==> config.mk <==
export PLATFORM = sky130hd
export DESIGN_NAME = csr_arbiter
export DESIGN_NICKNAME = d
export VERILOG_FILES = /design/src/rtl/csr_arbiter.sv
export SDC_FILE = /design/constraint.sdc
export NUM_CORES = 1
export LEC_CHECK = 0
export CORE_ASPECT_RATIO = 0.5
export CORE_MARGIN = 2
export CORE_UTILIZATION = 40
export DETAILED_ROUTE_END_ITERATION = 10
export PLACE_DENSITY_LB_ADDON = 0.12
export SLEW_MARGIN = 20
export SYNTH_ARGS = -nofsm -noshare
export SYNTH_HDL_FRONTEND = slang
export SYNTH_SLANG_ARGS = --single-unit
==> constraint.sdc <==
create_clock -name sys_clk -period 3.7 [get_ports sys_clk]
set_input_delay 1.11 -clock sys_clk [delete_from_list [all_inputs] [get_ports sys_clk]]
set_output_delay 1.11 -clock sys_clk [all_outputs]
set_load 0.05 [all_outputs]
==> src/rtl/csr_arbiter.sv <==
`default_nettype none
// ============================================================================
// Module      : csr_arbiter
// Description : Round-robin arbiter that muxes n_masters requesters onto one
//               CSR bus; each transaction takes four cycles.
// Revision    : 1.0
// ============================================================================

module csr_arbiter #(
    parameter int n_masters = 2
) (
    input  logic                    sys_clk,
    input  logic                    sys_rst_n,
    input  logic [n_masters-1:0]    m_stb,
    input  logic [n_masters-1:0]    m_we,
    input  logic [14*n_masters-1:0] m_adr,
    input  logic [8*n_masters-1:0]  m_dat_w,
    output logic [n_masters-1:0]    m_ack,
    output logic [7:0]              m_dat_r,
    output logic [13:0]             csr_adr,
    output logic                    csr_we,
    output logic [7:0]              csr_dat_w,
    input  logic [7:0]              csr_dat_r
);

    localparam int c_gw = (n_masters > 1) ? $clog2(n_masters) : 1;

    typedef enum logic [1:0] {
        S_IDLE   = 2'd0,
        S_ACCESS = 2'd1,
        S_READ   = 2'd2,
        S_ACK    = 2'd3
    } state_t;

    state_t          r_state;
    state_t          w_state_next;
    logic [c_gw-1:0] r_grant;
    logic [c_gw-1:0] r_last;
    logic [c_gw-1:0] w_winner;
    logic            w_hit;
    logic            w_start;
    logic [13:0]     w_adr_sel;
    logic [7:0]      w_dat_sel;
    logic            w_we_sel;

    assign w_start = (r_state == S_IDLE) && (|m_stb);

    // Walk from the farthest candidate to the nearest so the nearest requester
    // after the last grant ends up as the winner.
    always_comb begin
        w_winner = r_last;
        w_hit    = 1'b0;
        for (int k = n_masters; k >= 1; k--) begin
            w_hit = 1'(m_stb >> ((int'(r_last) + k) % n_masters));
            if (w_hit) begin
                w_winner = c_gw'((int'(r_last) + k) % n_masters);
            end
        end
    end

    assign w_adr_sel = 14'(m_adr >> (14 * int'(w_winner)));
    assign w_dat_sel = 8'(m_dat_w >> (8 * int'(w_winner)));
    assign w_we_sel  = 1'(m_we >> w_winner);

    always_ff @(posedge sys_clk or negedge sys_rst_n) begin
        if (!sys_rst_n) begin
            r_state <= S_IDLE;
        end else begin
            r_state <= w_state_next;
        end
    end

    always_comb begin
        w_state_next = r_state;
        case (r_state)
            S_IDLE:   if (|m_stb) w_state_next = S_ACCESS;
            S_ACCESS: w_state_next = S_READ;
            S_READ:   w_state_next = S_ACK;
            S_ACK:    w_state_next = S_IDLE;
            default:  w_state_next = S_IDLE;
        endcase
    end

    always_ff @(posedge sys_clk or negedge sys_rst_n) begin
        if (!sys_rst_n) begin
            r_grant   <= '0;
            r_last    <= c_gw'(n_masters - 1);
            m_ack     <= '0;
            m_dat_r   <= '0;
            csr_adr   <= '0;
            csr_we    <= 1'b0;
            csr_dat_w <= '0;
        end else begin
            m_ack  <= '0;
            csr_we <= 1'b0;
            case (r_state)
                S_IDLE: begin
                    if (w_start) begin
                        r_grant   <= w_winner;
                        r_last    <= w_winner;
                        csr_adr   <= w_adr_sel;
                        csr_we    <= w_we_sel;
                        csr_dat_w <= w_dat_sel;
                    end
                end
                S_READ: begin
                    // The slave registers its read data, so it is valid here.
                    m_dat_r <= csr_dat_r;
                    m_ack   <= n_masters'(1) << r_grant;
                end
                S_ACK: begin
                    csr_adr   <= '0;
                    csr_dat_w <= '0;
                end
                default: ;
            endcase
        end
    end

endmodule

`default_nettype wire

==> results of run 1 <==
==> registers in the layout, summed over array words and instances (netlist names) <==
name and count:
csr_adr 14, csr_dat_w 8, m_dat_r 8, m_ack 2
r_state 2, csr_we 1, r_grant 1, r_last 1
==> cell type report <==
type	count	area, µm²
clock inverter	1	5.00
clock buffer	7	96.3
multi-input combinational	76	803
tap	57	71.3
inverter	3	11.3
fill	343	1530
sequential	37	927
timing repair buffer	93	918
==> stage by stage <==
| stage | setup slack, ps | power (mW) | instances | area (µm²) | util |
|---|---|---|---|---|---|
| 2_1_floorplan | 1660 | 1.71 | 123 | 1800 | - |
| 3_5_place_dp | 750 | 2.14 | 266 | 2730 | 0.626 |
| 3_3_place_gp | 812 | 2.11 | 266 | 2730 | 0.626 |
| 4_1_cts | 1060 | 2.45 | 274 | 2830 | 0.650 |
| 6_report | 1070 | 2.42 | 274 | 2830 | 0.650 |
| 5_1_grt | 984 | 2.56 | 274 | 2830 | 0.650 |
==> cells in the mapped netlist <==
library cell  count
dfrtp_1          36
mux2i_1          22
o2bb2ai_2        20
mux2_2            8
buf_2             4
ha_1              4
o21ai_0           4
inv_1             3
nand2_1           3
a21oi_1           2
a31oi_1           2
buf_12            2
nand3_1           2
o2bb2ai_1         2
a21boi_0          1
a21boi_4          1
and2_1            1
clkbuf_1          1
dfstp_2           1
nand2b_1          1
nor2_1            1
nor2b_1           1
or3b_1            1
==> worst max path at each step <==
stage | start | endpoint | slack [ps]
detailed placement | m_stb[0] | csr_adr[10]$_DFFE_PN0P_ | 750
CTS | m_stb[0] | csr_adr[12]$_DFFE_PN0P_ | 1060
finish | m_stb[0] | csr_adr[12]$_DFFE_PN0P_ | 1070
global placement | m_stb[0] | csr_dat_w[5]$_DFFE_PN0P_ | 810
global route | m_stb[0] | csr_adr[12]$_DFFE_PN0P_ | 980
floorplan | m_stb[1] | csr_adr[0]$_DFFE_PN0P_ | 1660
==> power breakdown <==
part,total [mW],internal [mW],switching (mW)
Combinational,1.44,0.574,0.869
Sequential,0.671,0.569,0.102
Clock,0.307,0.168,0.139
==> layer usage <==
layer / vias to the layer above / track usage / wire (µm) / part of all wire
met2: 57 / 0.289 / 1910 / 0.48
met4: 0 / 0.0548 / 34 / 0.0085
met3: 5 / 0.0711 / 437 / 0.11
met5: - / 0 / 0 / 0
li1: 648 / - / - / -
met1: 649 / 0.195 / 1630 / 0.41
==> cell families (layout without fill, tap and decap cells) <==
family          Yosys count  in the layout
compound gates           32             32
fa+ha+maj                 4              4
buf+inv                  10            104
flops                    37             37
mux                      30             30
simple gates             10             10
==> impl_metrics.json, run 1 <==
{
  "cp_slowest_cell": "or3b_1",
  "netlist-cell-type-count": 23,
  "vias_per_cell": 4.96,
  "path_cells": "clkdlybuf4s50_1, nor2_1, or3b_1, buf_4, o2bb2ai_2",
  "hold_viol": 0,
  "cts_made_buffers": 5,
  "end_kind": "flop",
  "hpwl_mm": 3.13,
  "rows": 17,
  "path_max_fanout": 12,
  "start_util": 0.413,
  "worstMarginPinSlew_ps": 817,
  "fin_setup_tns_ps": 0,
  "antennaDiodeCount": 0,
  "cts_sinks": 37,
  "path_delay_family": "buffers and inverters",
  "drt_drc_violations_left": 0,
  "worst-path-buf-inv": 2,
  "max-slew-margin-rel": 0.455,
  "cts.clk_slew.worst_paths_ps": 70,
  "cp-start-kind": "input port",
  "routed_wl_mm": 4.02,
  "grt_overflow_total": 0,
  "coreArea_mm2": 0.00436,
  "cp_num_cells": 5,
  "timing.rr.end": "csr_adr[12]$_DFFE_PN0P_",
  "yosys_register_bits": 37,
  "cp_data_required_time_ps": 3910,
  "synthXorXnorAreaFrac": 0,
  "period_share": 0.710,
  "fp.dieH_um": 51.5,
  "path_class": "input port to flop",
  "drive_above_1_share": 0.198,
  "outcome": "complete, no violations",
  "drv_slew": 0,
  "port_buffers": 90,
  "htreeDepth": 2,
  "hold_end": "csr_dat_w[0]$_DFFE_PN0P_",
  "clkLatencyLatePin_ps": 290,
  "drtPass1Iterations": 4,
  "routed-via-count": 1359,
  "first_global_vias": 1335,
  "max_stage_delay_ps": 610,
  "leakagePower_nw": 1.22,
  "drt_iter0_markers": 58,
  "grt_max_degree": 38,
  "worstPathArrival_ps": 2840,
  "ioPinCount": 91,
  "synth_compound_area_frac": 0.215,
  "final_nets": 278,
  "synth_top_family_by_area": "compound AO/OA/AOI/OAI gates",
  "rsz0062_at_grt": "false",
  "rr_worst_depth": 5,
  "root_buffer": "clkbuf_8",
  "synth_area_leader_cell": "dfrtp_1",
  "routedWlPerCell_um": 14.7,
  "die-area_mm2": 0.00509,
  "avgSynthCellArea_um2": 14.6,
  "drt.antenna.violating_nets": 0,
  "ctsHoldBuffers": 0,
  "synth_fp_nets": 185,
  "r2r_slack_ps": 1690,
  "track_usage": 0.169,
  "cts_resized": 0,
  "synth_adder_area_share": 0.0278,
  "ys_top_cells_by_area": "dfrtp_1 50%, o2bb2ai_2 17%, mux2i_1 12%",
  "r2r_start": "r_state[0]$_DFFE_PN0P_",
  "min_from": "csr_dat_w[0]$_DFFE_PN0P_",
  "layout_commonest_cell": "clkdlybuf4s50_1",
  "p_per_area_mw_per_mm2": 855,
  "syn_to_final_growth_pct": 57.2,
  "layout_common_cells": "89 x clkdlybuf4s50_1, 36 x dfrtp_1, 22 x mux2i_1, 20 x o2bb2ai_2, 8 x mux2_2",
  "hold_path_class": "flop to flop",
  "antenna_found_initial": 0,
  "drv_cap": 0,
  "synthesis.area_mm2": 0.00180,
  "grt_pass1_wl_mm": 6.51,
  "synth_top_cell_area_share": 0.500,
  "whs_ps": 495,
  "synth-simple-area-share": 0.0292,
  "postCtsSetupBuffers": 0,
  "setup_viol": 0,
  "fmax_mhz": 380,
  "ir_drop_uv": 483,
  "cts_buffer_depth": 2,
  "synth_mux_area_frac": 0.172,
  "hold_depth": 1,
  "routabilityCongestion": 0.739,
  "yosys_warnings": 0,
  "seq_area_frac_synth": 0.515,
  "die_w_um": 98.9,
  "finClkSkew_ps": 3.69,
  "period_minus_slack_ps": 2630,
  "synthCells": 123,
  "tritoncts": "done"
}
Power figures use the tool's default switching activity.
==> inputs of run 2 (changes only) <==
Settings changed: CORE_UTILIZATION 40 to 36.
Clock period 3.7 ns to 2.2 ns, I/O delays scaled along.
==> run 2 against run 1 <==
  * Final area rose by 3.6%
  * First-iteration DRC count fell by 50%
  * Clock skew rose by 0.75 ps
  * Setup slack got worse by 1000 ps
  * Largest cell class is now non-clock buffers
==> impl_metrics.json, run 2 (same netlist as run 1, synthesis figures left out) <==
{
  "cp_data_required_time_ps": 1540,
  "htreeDepth": 2,
  "rsz0062_at_grt": "false",
  "clkLatencyLatePin_ps": 280,
  "die_w_um": 104,
  "drive_above_1_share": 0.221,
  "rr_worst_depth": 5,
  "port_buffers": 90,
  "place_inst": 284,
  "fp.dieH_um": 54.0,
  "path_class": "flop to output port",
  "path_max_fanout": 2,
  "ir_drop_uv": 720,
  "drt.antenna.violating_nets": 0,
  "grt_max_degree": 38,
  "p_per_area_mw_per_mm2": 1460,
  "grt_overflow_total": 0,
  "cts_buffer_depth": 2,
  "antennaDiodeCount": 0,
  "cts_sinks": 37,
  "r2r_start": "r_state[0]$_DFFE_PN0P_",
  "worst-path-buf-inv": 1,
  "postCtsSetupBuffers": 0,
  "first_global_vias": 1271,
  "ioPinCount": 91,
  "finClkSkew_ps": 4.45,
  "vias_per_cell": 4.58,
  "tritoncts": "done",
  "leakagePower_nw": 1.26,
  "coreArea_mm2": 0.00486,
  "track_usage": 0.147,
  "layout_common_cells": "87 x clkdlybuf4s50_1, 36 x dfrtp_1, 22 x mux2i_1, 20 x o2bb2ai_2, 8 x mux2_2",
  "placedInstanceArea_mm2": 0.00282,
  "regMostFlops": "csr_adr",
  "hpwl_mm": 3.00,
  "worstMarginPinSlew_ps": 525,
  "die-area_mm2": 0.00562,
  "outcome": "complete, no violations",
  "antenna_found_initial": 0,
  "largest_reg_flops": 14,
  "root_buffer": "clkbuf_8",
  "whs_ps": 416,
  "max-slew-margin-rel": 0.649,
  "dp_slack_ps": 14.0,
  "drtPass1Iterations": 2,
  "fill_cells": 398,
  "hold_path_class": "input port to async pin",
  "cp-start-kind": "flop",
  "max_stage_delay_ps": 830,
  "path_cells": "clkdlybuf4s50_1",
  "syn_to_final_growth_pct": 62.8,
  "routed_wl_mm": 3.98,
  "worstPathArrival_ps": 1500,
  "final_nets": 283,
  "timing.rr.end": "csr_dat_w[1]$_DFFE_PN0P_",
  "setup_slack_ps": 43.9,
  "hold_viol": 0,
  "end_kind": "output port",
  "drv_cap": 0,
  "r2r_slack_ps": 500,
  "seq_area_um2": 927,
  "cts_made_buffers": 5,
  "fmax_mhz": 464,
  "routabilityCongestion": 0.755,
  "drv_slew": 0,
  "cp_slowest_cell": "clkdlybuf4s50_1",
  "multiInputGateArea_um2": 803,
  "routedWlPerCell_um": 13.6,
  "layout_commonest_cell": "clkdlybuf4s50_1",
  "fin_setup_tns_ps": 0,
  "final_area_mm2": 0.00293,
  "grt_pass1_wl_mm": 6.18,
  "cts_resized": 0,
  "path_delay_family": "buffers and inverters",
  "rows": 18,
  "setup_viol": 0,
  "routed-via-count": 1336,
  "start_util": 0.370,
  "drt_iter0_markers": 29,
  "cts.clk_slew.worst_paths_ps": 70,
  "ctsHoldBuffers": 0,
  "period_minus_slack_ps": 2160,
  "drt_drc_violations_left": 0,
  "reg_top3": "csr_adr x14, csr_dat_w x8, m_dat_r x8",
  "period_share": 0.980,
  "finalNonFillerCells": 292
}
## run 2: cell count changes in the layout (fill, tap and decap cells not counted)
cell,previous run,this run
bufinv_16,0,1
buf_12,0,3
clkdlybuf4s50_1,89,87
clkinv_2,1,0
clkbuf_8,7,6
buf_4,3,7
clkbuf_1,0,1
## run 2: stage by stage
step | utilization | total power, mW
3_3_place_gp | 0.579 | 3.68
5_1_grt | 0.603 | 4.51
3_5_place_dp | 0.579 | 3.74
2_1_floorplan | - | 2.88
4_1_cts | 0.603 | 4.36
6_report | 0.603 | 4.29
## run 2: worst max path at each step
stage | startpoint | to | depth (start not counted)
floorplan | m_stb[1] | csr_adr[0]$_DFFE_PN0P_ | 5
global placement | m_stb[0] | csr_adr[13]$_DFFE_PN0P_ | 6
detailed placement | m_stb[0] | csr_adr[0]$_DFFE_PN0P_ | 6
CTS | csr_adr[10]$_DFFE_PN0P_ | csr_adr[10] | 1
global route | csr_adr[5]$_DFFE_PN0P_ | csr_adr[5] | 1
finish | csr_dat_w[2]$_DFFE_PN0P_ | csr_dat_w[2] | 1
## run 2: where the power goes
group	switching, mW	leakage, nW	internal (mW)	total (mW)
Combinational	1.48	0.732	1.08	2.56
Sequential	0.173	0.471	0.956	1.13
Clock	0.236	0.0585	0.370	0.606
## run 2: final cells by class
class / count / area share
Tap cell: 70 / 0.0299
Timing Repair Buffer: 98 / 0.337
Clock buffer: 7 / 0.0294
Inverter: 3 / 0.00384
Clock inverter: 1 / 0.0102
Sequential cell: 37 / 0.316
Multi-Input combinational cell: 76 / 0.274
## run 2: metal layers
layer,GRT usage,wire [µm],vias up
li1,-,-,657
met1,0.179,1850,628
met2,0.242,1830,47
met3,0.0533,254,4
met4,0.0608,46,0
met5,0,0,-
